$ cat config.mk
export PLATFORM = sky130hd
export DESIGN_NAME = uart_rx
export DESIGN_NICKNAME = d
export VERILOG_FILES = /design/src/rtl/uart_rx.sv
export SDC_FILE = /design/constraint.sdc
export NUM_CORES = 1
export LEC_CHECK = 0
export ABC_AREA = 1
export CAP_MARGIN = 25
export CORE_ASPECT_RATIO = 0.5
export CORE_MARGIN = 3
export CORE_UTILIZATION = 50
export DETAILED_ROUTE_END_ITERATION = 10
export PLACE_DENSITY = 0.72
export SETUP_SLACK_MARGIN = 0.3
export SLEW_MARGIN = 5
export SYNTH_ARGS = -nofsm -noshare
export SYNTH_HDL_FRONTEND = slang
export SYNTH_SLANG_ARGS = --single-unit
$ cat constraint.sdc
create_clock -name clk_i -period 4 [get_ports clk_i]
set_input_delay 1.2 -clock clk_i [delete_from_list [all_inputs] [get_ports clk_i]]
set_output_delay 1.2 -clock clk_i [all_outputs]
set_load 0.02 [all_outputs]
$ cat src/rtl/uart_rx.sv
// uart_rx: 8-bit asynchronous serial receiver with a valid/ready byte output.
// The line is sampled at mid-bit through a 2-flop synchronizer.
// Optional even parity: define UART_RX_PARITY_EN to add one parity bit per frame
// (8E1). Without it, frames are 8N1 and parity_err_o is tied low.
// state_o exposes the FSM state for debug and checker binding.
//
// Output handshake: valid_o=1 means data_o holds an unconsumed byte. A transfer
// happens on a rising edge where valid_o=1 and ready_i=1. data_o only changes
// when valid_o=0 or on a transfer cycle. A byte that completes while an
// untransferred byte is held is dropped, and overrun_o pulses.
module uart_rx #(
  parameter int CLKS_PER_BIT = 434
) (
  input  logic       clk_i,
  input  logic       rst_ni,
  input  logic       rx_i,
  output logic [7:0] data_o,
  output logic       valid_o,
  input  logic       ready_i,
  output logic       frame_err_o,
  output logic       overrun_o,
  output logic       parity_err_o,
  output logic [2:0] state_o
);

  localparam int TW = $clog2(CLKS_PER_BIT);
  localparam logic [TW-1:0] T_HALF = TW'(CLKS_PER_BIT / 2 - 1);
  localparam logic [TW-1:0] T_FULL = TW'(CLKS_PER_BIT - 1);

  typedef enum logic [2:0] {
    IDLE   = 3'd0,
    START  = 3'd1,
    DATA   = 3'd2,
    PARITY = 3'd3,
    STOP   = 3'd4,
    BREAK  = 3'd5
  } state_t;

  state_t        state;
  logic [TW-1:0] timer;
  logic [2:0]    bit_idx;
  logic [7:0]    shift;
  logic          sync1;
  logic          rx_s;
  logic          byte_ok;

`ifdef UART_RX_PARITY_EN
  logic par_bad;
  assign byte_ok = ~par_bad;
`else
  assign byte_ok      = 1'b1;
  assign parity_err_o = 1'b0;
`endif

  assign state_o = state;

  // Two-flop synchronizer; resets to the idle (high) line level.
  always_ff @(posedge clk_i or negedge rst_ni) begin
    if (!rst_ni) begin
      sync1 <= 1'b1;
      rx_s  <= 1'b1;
    end else begin
      sync1 <= rx_i;
      rx_s  <= sync1;
    end
  end

  // Receive FSM with registered byte/valid outputs and one-cycle error pulses.
  always_ff @(posedge clk_i or negedge rst_ni) begin
    if (!rst_ni) begin
      state       <= IDLE;
      timer       <= '0;
      bit_idx     <= '0;
      shift       <= '0;
      data_o      <= 8'h00;
      valid_o     <= 1'b0;
      frame_err_o <= 1'b0;
      overrun_o   <= 1'b0;
`ifdef UART_RX_PARITY_EN
      parity_err_o <= 1'b0;
      par_bad      <= 1'b0;
`endif
    end else begin
      frame_err_o <= 1'b0;
      overrun_o   <= 1'b0;
`ifdef UART_RX_PARITY_EN
      parity_err_o <= 1'b0;
`endif
      // A transfer empties the holding register unless a new byte lands below.
      if (valid_o && ready_i) valid_o <= 1'b0;

      case (state)
        IDLE: begin
          timer <= '0;
          if (!rx_s) state <= START;
        end

        START: begin
          if (timer == T_HALF) begin
            timer <= '0;
            if (!rx_s) begin
              state   <= DATA;
              bit_idx <= '0;
`ifdef UART_RX_PARITY_EN
              par_bad <= 1'b0;
`endif
            end else begin
              // Line went back high before mid start bit: glitch, ignore.
              state <= IDLE;
            end
          end else begin
            timer <= timer + 1'b1;
          end
        end

        DATA: begin
          if (timer == T_FULL) begin
            timer <= '0;
            shift <= {rx_s, shift[7:1]};
            if (bit_idx == 3'd7) begin
`ifdef UART_RX_PARITY_EN
              state <= PARITY;
`else
              state <= STOP;
`endif
            end else begin
              bit_idx <= bit_idx + 3'd1;
            end
          end else begin
            timer <= timer + 1'b1;
          end
        end

`ifdef UART_RX_PARITY_EN
        PARITY: begin
          if (timer == T_FULL) begin
            timer <= '0;
            // Even parity: data bits plus parity bit hold an even number of ones.
            if ((^shift) != rx_s) begin
              parity_err_o <= 1'b1;
              par_bad      <= 1'b1;
            end
            state <= STOP;
          end else begin
            timer <= timer + 1'b1;
          end
        end
`endif

        STOP: begin
          if (timer == T_FULL) begin
            timer <= '0;
            if (rx_s) begin
              // Return to IDLE at mid stop bit so the next start edge is caught.
              state <= IDLE;
              if (byte_ok) begin
                if (!valid_o || ready_i) begin
                  data_o  <= shift;
                  valid_o <= 1'b1;
                end else begin
                  overrun_o <= 1'b1;
                end
              end
            end else begin
              frame_err_o <= 1'b1;
              state       <= BREAK;
            end
          end else begin
            timer <= timer + 1'b1;
          end
        end

        BREAK: begin
          if (rx_s) state <= IDLE;
        end

        default: state <= IDLE;
      endcase
    end
  end

endmodule

---- Word level (Yosys, flattened, before mapping) ----
Index checks and enable logic that the tools add are counted.
word-level totals
  output and inout port bits .............. 15
  register bits ........................... 36
  logic and storage cells ................. 67
  input bits .............................. 4
cells by class
  reduce and logical (&&, ||, !) cells .... 11
  add/sub/neg operators ................... 2
  eq/ne operators ......................... 15
  muxes and demuxes ....................... 29
operators by type and width
  kind                                                 number
  two-way mux 3 bit                                    11
  one-hot mux 9 bit (3 select lines)                   1
  two-way mux 9 bit                                    2
  inequality test 2 bit, second input constant         8
  one-hot mux 3 bit (5 select lines)                   1
  two-way mux 1 bit                                    12
  adder 9 x 1 -> 9 bit, second input constant          1
  equality test 3 bit, second input constant           3
  equality test 9 x 8 -> 1 bit, second input constant  1
  equality test 9 bit, second input constant           1
  one-hot mux 3 bit (2 select lines)                   1
  AND reduction 6 bit                                  1
  AND reduction 5 bit                                  1
  AND reduction 4 bit                                  1
  adder 3 x 1 -> 3 bit, second input constant          1
  equality test 3 x 1 -> 1 bit, second input constant  1
  equality test 3 x 2 -> 1 bit, second input constant  1
  logical NOT 3 bit                                    1
  nonzero test 3 bit                                   1
  two-way mux 2 bit                                    1
  AND reduction 2 bit                                  1
  nonzero test 2 bit                                   1
  OR reduction 2 bit                                   1
  logical AND 1 bit                                    1
  other kinds (2)                                      2

---- Logic depth before layout (Yosys ltp) ----
Gate-level depths: netlist of run 1.
  word-level depth ........................ 6
  depth in mapped cells ................... 10
  mapped depth without buffers ............ 9

---- Least setup slack after synthesis of run 1 ----
OpenSTA, ideal clock, no wires.
  kind .................................... input -> register
  from .................................... input ready_i
  to ...................................... register data_o[3]
  buffers on the path ..................... 1
  slack ................................... 2.170 ns
  data required time ...................... 3.882 ns
  arrival ................................. 1.712 ns
  stages .................................. 6
  setup time .............................. 0.118 ns
  cell sequence ........................... inv_1 nand2_1 nand3_4 buf_6 nand2_1 o21ai_2
between the ends
  longest elaborated chain between the ends .. 2
ends and longest elaborated chain
  element                        RTL line  RTL
  start, declared                19        input logic ready_i,
  logical OR 1 bit               157       if (!valid_o || ready_i) begin
  AND reduction 4 bit (no line)  n/a
  end signal, assigned           158       data_o <= shift;
  end, declared                  17        output logic [7:0] data_o,
Every way passes these cells.
A chain may end at the register's enable or synchronous reset.

---- Worst setup path in the final report of run 1 ----
  from .................................... register state[1], in the netlist state_o[1]
  to ...................................... output state_o[1]
RTL lines
  element                 RTL line  RTL
  start, declared         39        state_t state;
  start signal, assigned  71        state <= IDLE;
  start signal, assigned  95        if (!rx_s) state <= START;
  start signal, assigned  102       state <= DATA;
  end, declared           23        output logic [2:0] state_o
No word-level cell between the ends.

==> results of run 1 <==
[per-layer routing]
layer	GRT usage	vias to the layer above	wire length, um
li1	-	703	-
met1	0.208	627	1580
met2	0.260	26	1510
met3	0.0511	7	124
met4	0.0600	0	48
met5	0	-	0
[cells by family (layout without fill, tap and decap cells)]
logic type	Yosys count	count (layout)	share of synthesized area
buffers and inverters	33	56	0.0796
and+or+nand+nor	109	109	0.281
DFF	36	36	0.495
adders and majority gates	5	5	0.0343
AOI/OAI and AO/OA	25	25	0.0892
xor gates and xnor gates	4	4	0.0192
other	1	1	0.00206
[registers in the layout, indices dropped and copies added (netlist names)]
| register | flops |
|---|---|
| rx_s | 1 |
| frame_err_o | 1 |
| timer | 9 |
| data_o | 8 |
| bit_idx | 3 |
| state_o | 3 |
| sync1 | 1 |
| shift | 8 |
| valid_o | 1 |
| overrun_o | 1 |
[synthesized netlist by cell type]
cell type and instances:
nand2_1 61, dfrtp_1 34, inv_1 27, nor2_1 16
o21ai_1 11, nand3_1 10, o21ai_2 10, nand4_1 7
nand2_2 6, ha_1 5, xor2_1 4, nor2_2 3
o21ai_0 3, buf_6 2, dfstp_2 2, inv_2 2
nand2_4 2, nor2_4 2, a21oi_1 1, buf_4 1
conb_1 1, inv_4 1, nand3_2 1, nand3_4 1
[final timing paths]
check	from	endpoint	slack, ns	cells past startpoint
min	sync1$_DFF_PN1_	rx_s$_DFF_PN1_	0.36	0
max reg2reg	timer[1]$_DFFE_PN0P_	data_o[1]$_DFFE_PN0P_	2.44	9
min reg2reg	sync1$_DFF_PN1_	rx_s$_DFF_PN1_	0.36	0
max	state_o[1]$_DFFE_PN0P_	state_o[1]	1.41	1
min in group asynchronous	rst_ni	overrun_o$_DFF_PN0_	1.32	2
max in group asynchronous	rst_ni	sync1$_DFF_PN1_	2.34	2
[power breakdown]
group	internal, mW	switching [mW]	total, mW
sequential	0.366	0.000611	0.366
clock	0.121	0.132	0.253
combinational	0.00383	0.00966	0.0135
[layout by cell type (no fill, tap or decap)]
cell             instances
nand2_1                 61
dfrtp_1                 34
inv_1                   27
clkdlybuf4s50_1         17
nor2_1                  16
o21ai_1                 11
nand3_1                 10
o21ai_2                 10
nand4_1                  7
nand2_2                  6
ha_1                     5
clkbuf_8                 5
xor2_1                   4
nor2_2                   3
o21ai_0                  3
nor2_4                   2
nand2_4                  2
inv_2                    2
clkinv_2                 2
dfstp_2                  2
inv_4                    1
nand3_2                  1
a21oi_1                  1
nand3_4                  1
conb_1                   1
clkinv_4                 1
buf_4                    1
[cell type report]
type	count	area, um^2
fill	272	1120
sequential	36	903
multi-input combinational	144	776
timing repair buffer	18	178
inverter	30	115
clock buffer	5	68.8
tap	48	60.1
clock inverter	3	18.8
[per-stage QoR]
| step | hold WS, ns | worst slack [ns] | instance area [um^2] | power (mW) |
|---|---|---|---|---|
| floorplan | 0.345 | 2.17 | 1820 | 0.377 |
| detailed placement | 0.347 | 1.59 | 2030 | 0.387 |
| CTS | 0.358 | 1.40 | 2120 | 0.640 |
| finish | 0.357 | 1.41 | 2120 | 0.633 |
| global route | 0.360 | 1.37 | 2120 | 0.661 |
| global placement | 0.346 | 1.69 | 2030 | 0.387 |
==> results.json, run 1 <==
{
  "cts_buffers": 5,
  "syn_area_per_cell_um2": 8.56,
  "crit_chain": "clkdlybuf4s50_1",
  "drtAntennaViolNets": 0,
  "fin_cells": 284,
  "gr-usage-all-layers": 0.163,
  "routed_wl_mm": 3.26,
  "initial_utilization": 0.563,
  "syn_to_final_growth_pct": 16.2,
  "cts_root_buf": "clkbuf_8",
  "hp-class": "flip-flop to flip-flop",
  "postCtsHoldBufs": 0,
  "numPortBuffers": 17,
  "rows": 14,
  "io_pins": 19,
  "path_class": "flip-flop to primary output",
  "setup_tns_ns": 0,
  "cp_num_buf_inv": 1,
  "grt.overflow.total": 0,
  "start_kind": "flip-flop",
  "die_x_um": 91.4,
  "die_height_um": 48.7,
  "utilization": 0.654,
  "post_cts_resize_count": 0,
  "routed_via_density": 4.80,
  "synth_area_um2": 1820,
  "cp_slowest_stage_delay_ns": 0.65,
  "cts_setup_buffers": 0,
  "core_area_um2": 3240,
  "skew_ns": 0.00735,
  "fin_nets": 244,
  "yosysWarningCount": 0,
  "cts_sinks": 36,
  "post-route-period-util": 0.648,
  "fmax_mhz": 386,
  "setup_viol": 0,
  "drt_iter0_drc": 57,
  "first_global_vias": 1298,
  "cts_tree": "done",
  "vias": 1363,
  "hold_viol": 0,
  "synth_top_area_share": 0.466,
  "cts_max_path_buffers": 2,
  "n_antenna_cell": 0,
  "synth_nets": 222,
  "ir_worst_vdd_mv": 0.239,
  "ys_seq_elements": 36,
  "synthTopCellsByArea": "dfrtp_1, nand2_1, inv_1, o21ai_2, ha_1",
  "antenna_found_initial": 0,
  "synth_cell_types": 24,
  "drv_slew": 0,
  "yosysTopAreaCell": "dfrtp_1",
  "status": "finished clean",
  "dp.cells": 276,
  "clk_latency_ns": 0.29,
  "power_density_nw_per_um2": 298,
  "synth-seq-area-share": 0.495,
  "dr.pass1.iters": 4,
  "gp_congestion": 0.827,
  "path_clk_slew_ns": 0.07,
  "path_delay_family": "buffers and inverters",
  "cp.arrival_ns": 1.39,
  "leakage_nw": 1.03,
  "crit_fanout": 6,
  "grt_max_degree": 37,
  "required_ns": 2.80,
  "rsz0062_at_grt": "false",
  "grt_pass1_wl_mm": 5.76,
  "drc": 0,
  "drive_above_1_share": 0.165,
  "die-area_um2": 4450,
  "fin_crit_ns": 2.59,
  "maxCapViolCount": 0,
  "end_kind": "primary output",
  "cp_slowest_cell": "clkdlybuf4s50_1",
  "cts_max_level": 2,
  "wl_per_cell_um": 11.5,
  "syn_inst": 213,
  "dp.final_hpwl_mm": 2.40
}
Power figures use the tool's default switching activity.
==> inputs of run 2 (changes only) <==
- clock period: 4 -> 2.6 ns (I/O delays scaled with it)
==> run 2 against run 1 <==
Net effect:
- cell area unchanged
- die area unchanged
- critical path depth unchanged
- global-route usage down 0.49 points
- hold slack about the same
==> results.json, run 2 (synthesis gave the netlist of run 1 again) <==
{
  "status": "finished clean",
  "post-route-period-util": 0.833,
  "fillers": 260,
  "core_area_um2": 3240,
  "end_kind": "primary output",
  "antenna_found_initial": 0,
  "wl_per_cell_um": 11.2,
  "required_ns": 1.82,
  "cts_setup_buffers": 0,
  "dp.cells": 276,
  "ir_worst_vdd_mv": 0.239,
  "drive_above_1_share": 0.165,
  "cts_max_path_buffers": 2,
  "holdPathStages": 0,
  "fin_nets": 244,
  "n_antenna_cell": 0,
  "post_cts_resize_count": 0,
  "vias": 1369,
  "hp-class": "flip-flop to flip-flop",
  "io_pins": 19,
  "cts_sinks": 36,
  "dp.final_hpwl_mm": 2.39,
  "cp_slowest_cell": "clkdlybuf4s50_1",
  "first_global_vias": 1298,
  "cts_buffers": 5,
  "grt_pass1_wl_mm": 5.64,
  "rr_worst_depth": 9,
  "fin_crit_ns": 2.17,
  "final_common_cell": "nand2_1",
  "dr.pass1.iters": 4,
  "largest-register": "timer",
  "skew_ns": 0.00636,
  "fin_cells": 284,
  "path_clk_slew_ns": 0.07,
  "cp.arrival_ns": 1.39,
  "path_delay_family": "buffers and inverters",
  "cts_tree": "done",
  "gr-usage-all-layers": 0.158,
  "cts_max_level": 2,
  "grt_max_degree": 37,
  "layout_setup_ws_ns": 0.434,
  "cp_slowest_stage_delay_ns": 0.64,
  "crit_chain": "clkdlybuf4s50_1",
  "die_x_um": 91.4,
  "met3_usage": 0.0464,
  "routed_wl_mm": 3.18,
  "grt.overflow.total": 0,
  "crit_fanout": 6,
  "grtUsageMet2": 0.255,
  "startpoint": "state_o[0]$_DFFE_PN0P_",
  "worstReg2RegEnd": "data_o[1]$_DFFE_PN0P_",
  "numPortBuffers": 17,
  "setup_tns_ns": 0,
  "drt_iter0_drc": 71,
  "min_to": "rx_s$_DFF_PN1_",
  "rows": 14,
  "cp_num_buf_inv": 1,
  "grt_busiest_layer": "met2",
  "path_class": "flip-flop to primary output",
  "hold_slack_ns": 0.357,
  "drtAntennaViolNets": 0,
  "die_height_um": 48.7,
  "gp_congestion": 0.827,
  "drc": 0,
  "start_kind": "flip-flop",
  "cts_root_buf": "clkbuf_8",
  "power_density_nw_per_um2": 457,
  "initial_utilization": 0.563,
  "largest_register_ffs": 9,
  "leakage_nw": 1.03,
  "postCtsHoldBufs": 0,
  "place_ws_ns": 0.619,
  "drv_slew": 0,
  "syn_to_final_growth_pct": 16.2,
  "rsz0062_at_grt": "false",
  "grt_use_met1": 0.203,
  "total_power_mw": 0.969,
  "utilization": 0.654,
  "clk_latency_ns": 0.29,
  "reg2reg_slack_ns": 1.03,
  "hp-start": "sync1$_DFF_PN1_",
  "final_cell_mix": "nand2_1, dfrtp_1, inv_1, clkdlybuf4s50_1, nor2_1",
  "top_regs": "timer: 9 flops, data_o: 8 flops, shift: 8 flops",
  "fmax_mhz": 462,
  "r2r_start": "timer[1]$_DFFE_PN0P_",
  "routed_via_density": 4.82,
  "final_cell_area_um2": 2120,
  "maxCapViolCount": 0,
  "placed_area_um2": 2030,
  "die-area_um2": 4450,
  "hold_viol": 0,
  "setup_viol": 0
}
## run 2: how the worst max path moves through the flow
stage	end	cells past startpoint
floorplan	data_o[3]$_DFFE_PN0P_	6
global placement	data_o[5]$_DFFE_PN0P_	6
detailed placement	data_o[1]$_DFFE_PN0P_	6
CTS	state_o[0]	1
global route	state_o[1]	1
finish	state_o[0]	1
## run 2: routing by layer
| layer | vias up | wire [um] |
|---|---|---|
| met5 | - | 0 |
| met4 | 0 | 29 |
| met3 | 5 | 145 |
| met2 | 23 | 1470 |
| met1 | 638 | 1530 |
| li1 | 703 | - |
## run 2: cell type report
class,count,area [um^2],area share
clock buffer,5,68.8,0.0325
clock inverter,3,18.8,0.00885
inverter,30,115,0.0543
multi-input combinational,144,776,0.366
sequential,36,903,0.426
tap,48,60.1,0.0283
timing repair buffer,18,178,0.0838
## run 2: where the power goes
part | switching (mW) | internal (mW)
combinational | 0.0150 | 0.00589
clock | 0.199 | 0.186
sequential | 0.000955 | 0.563
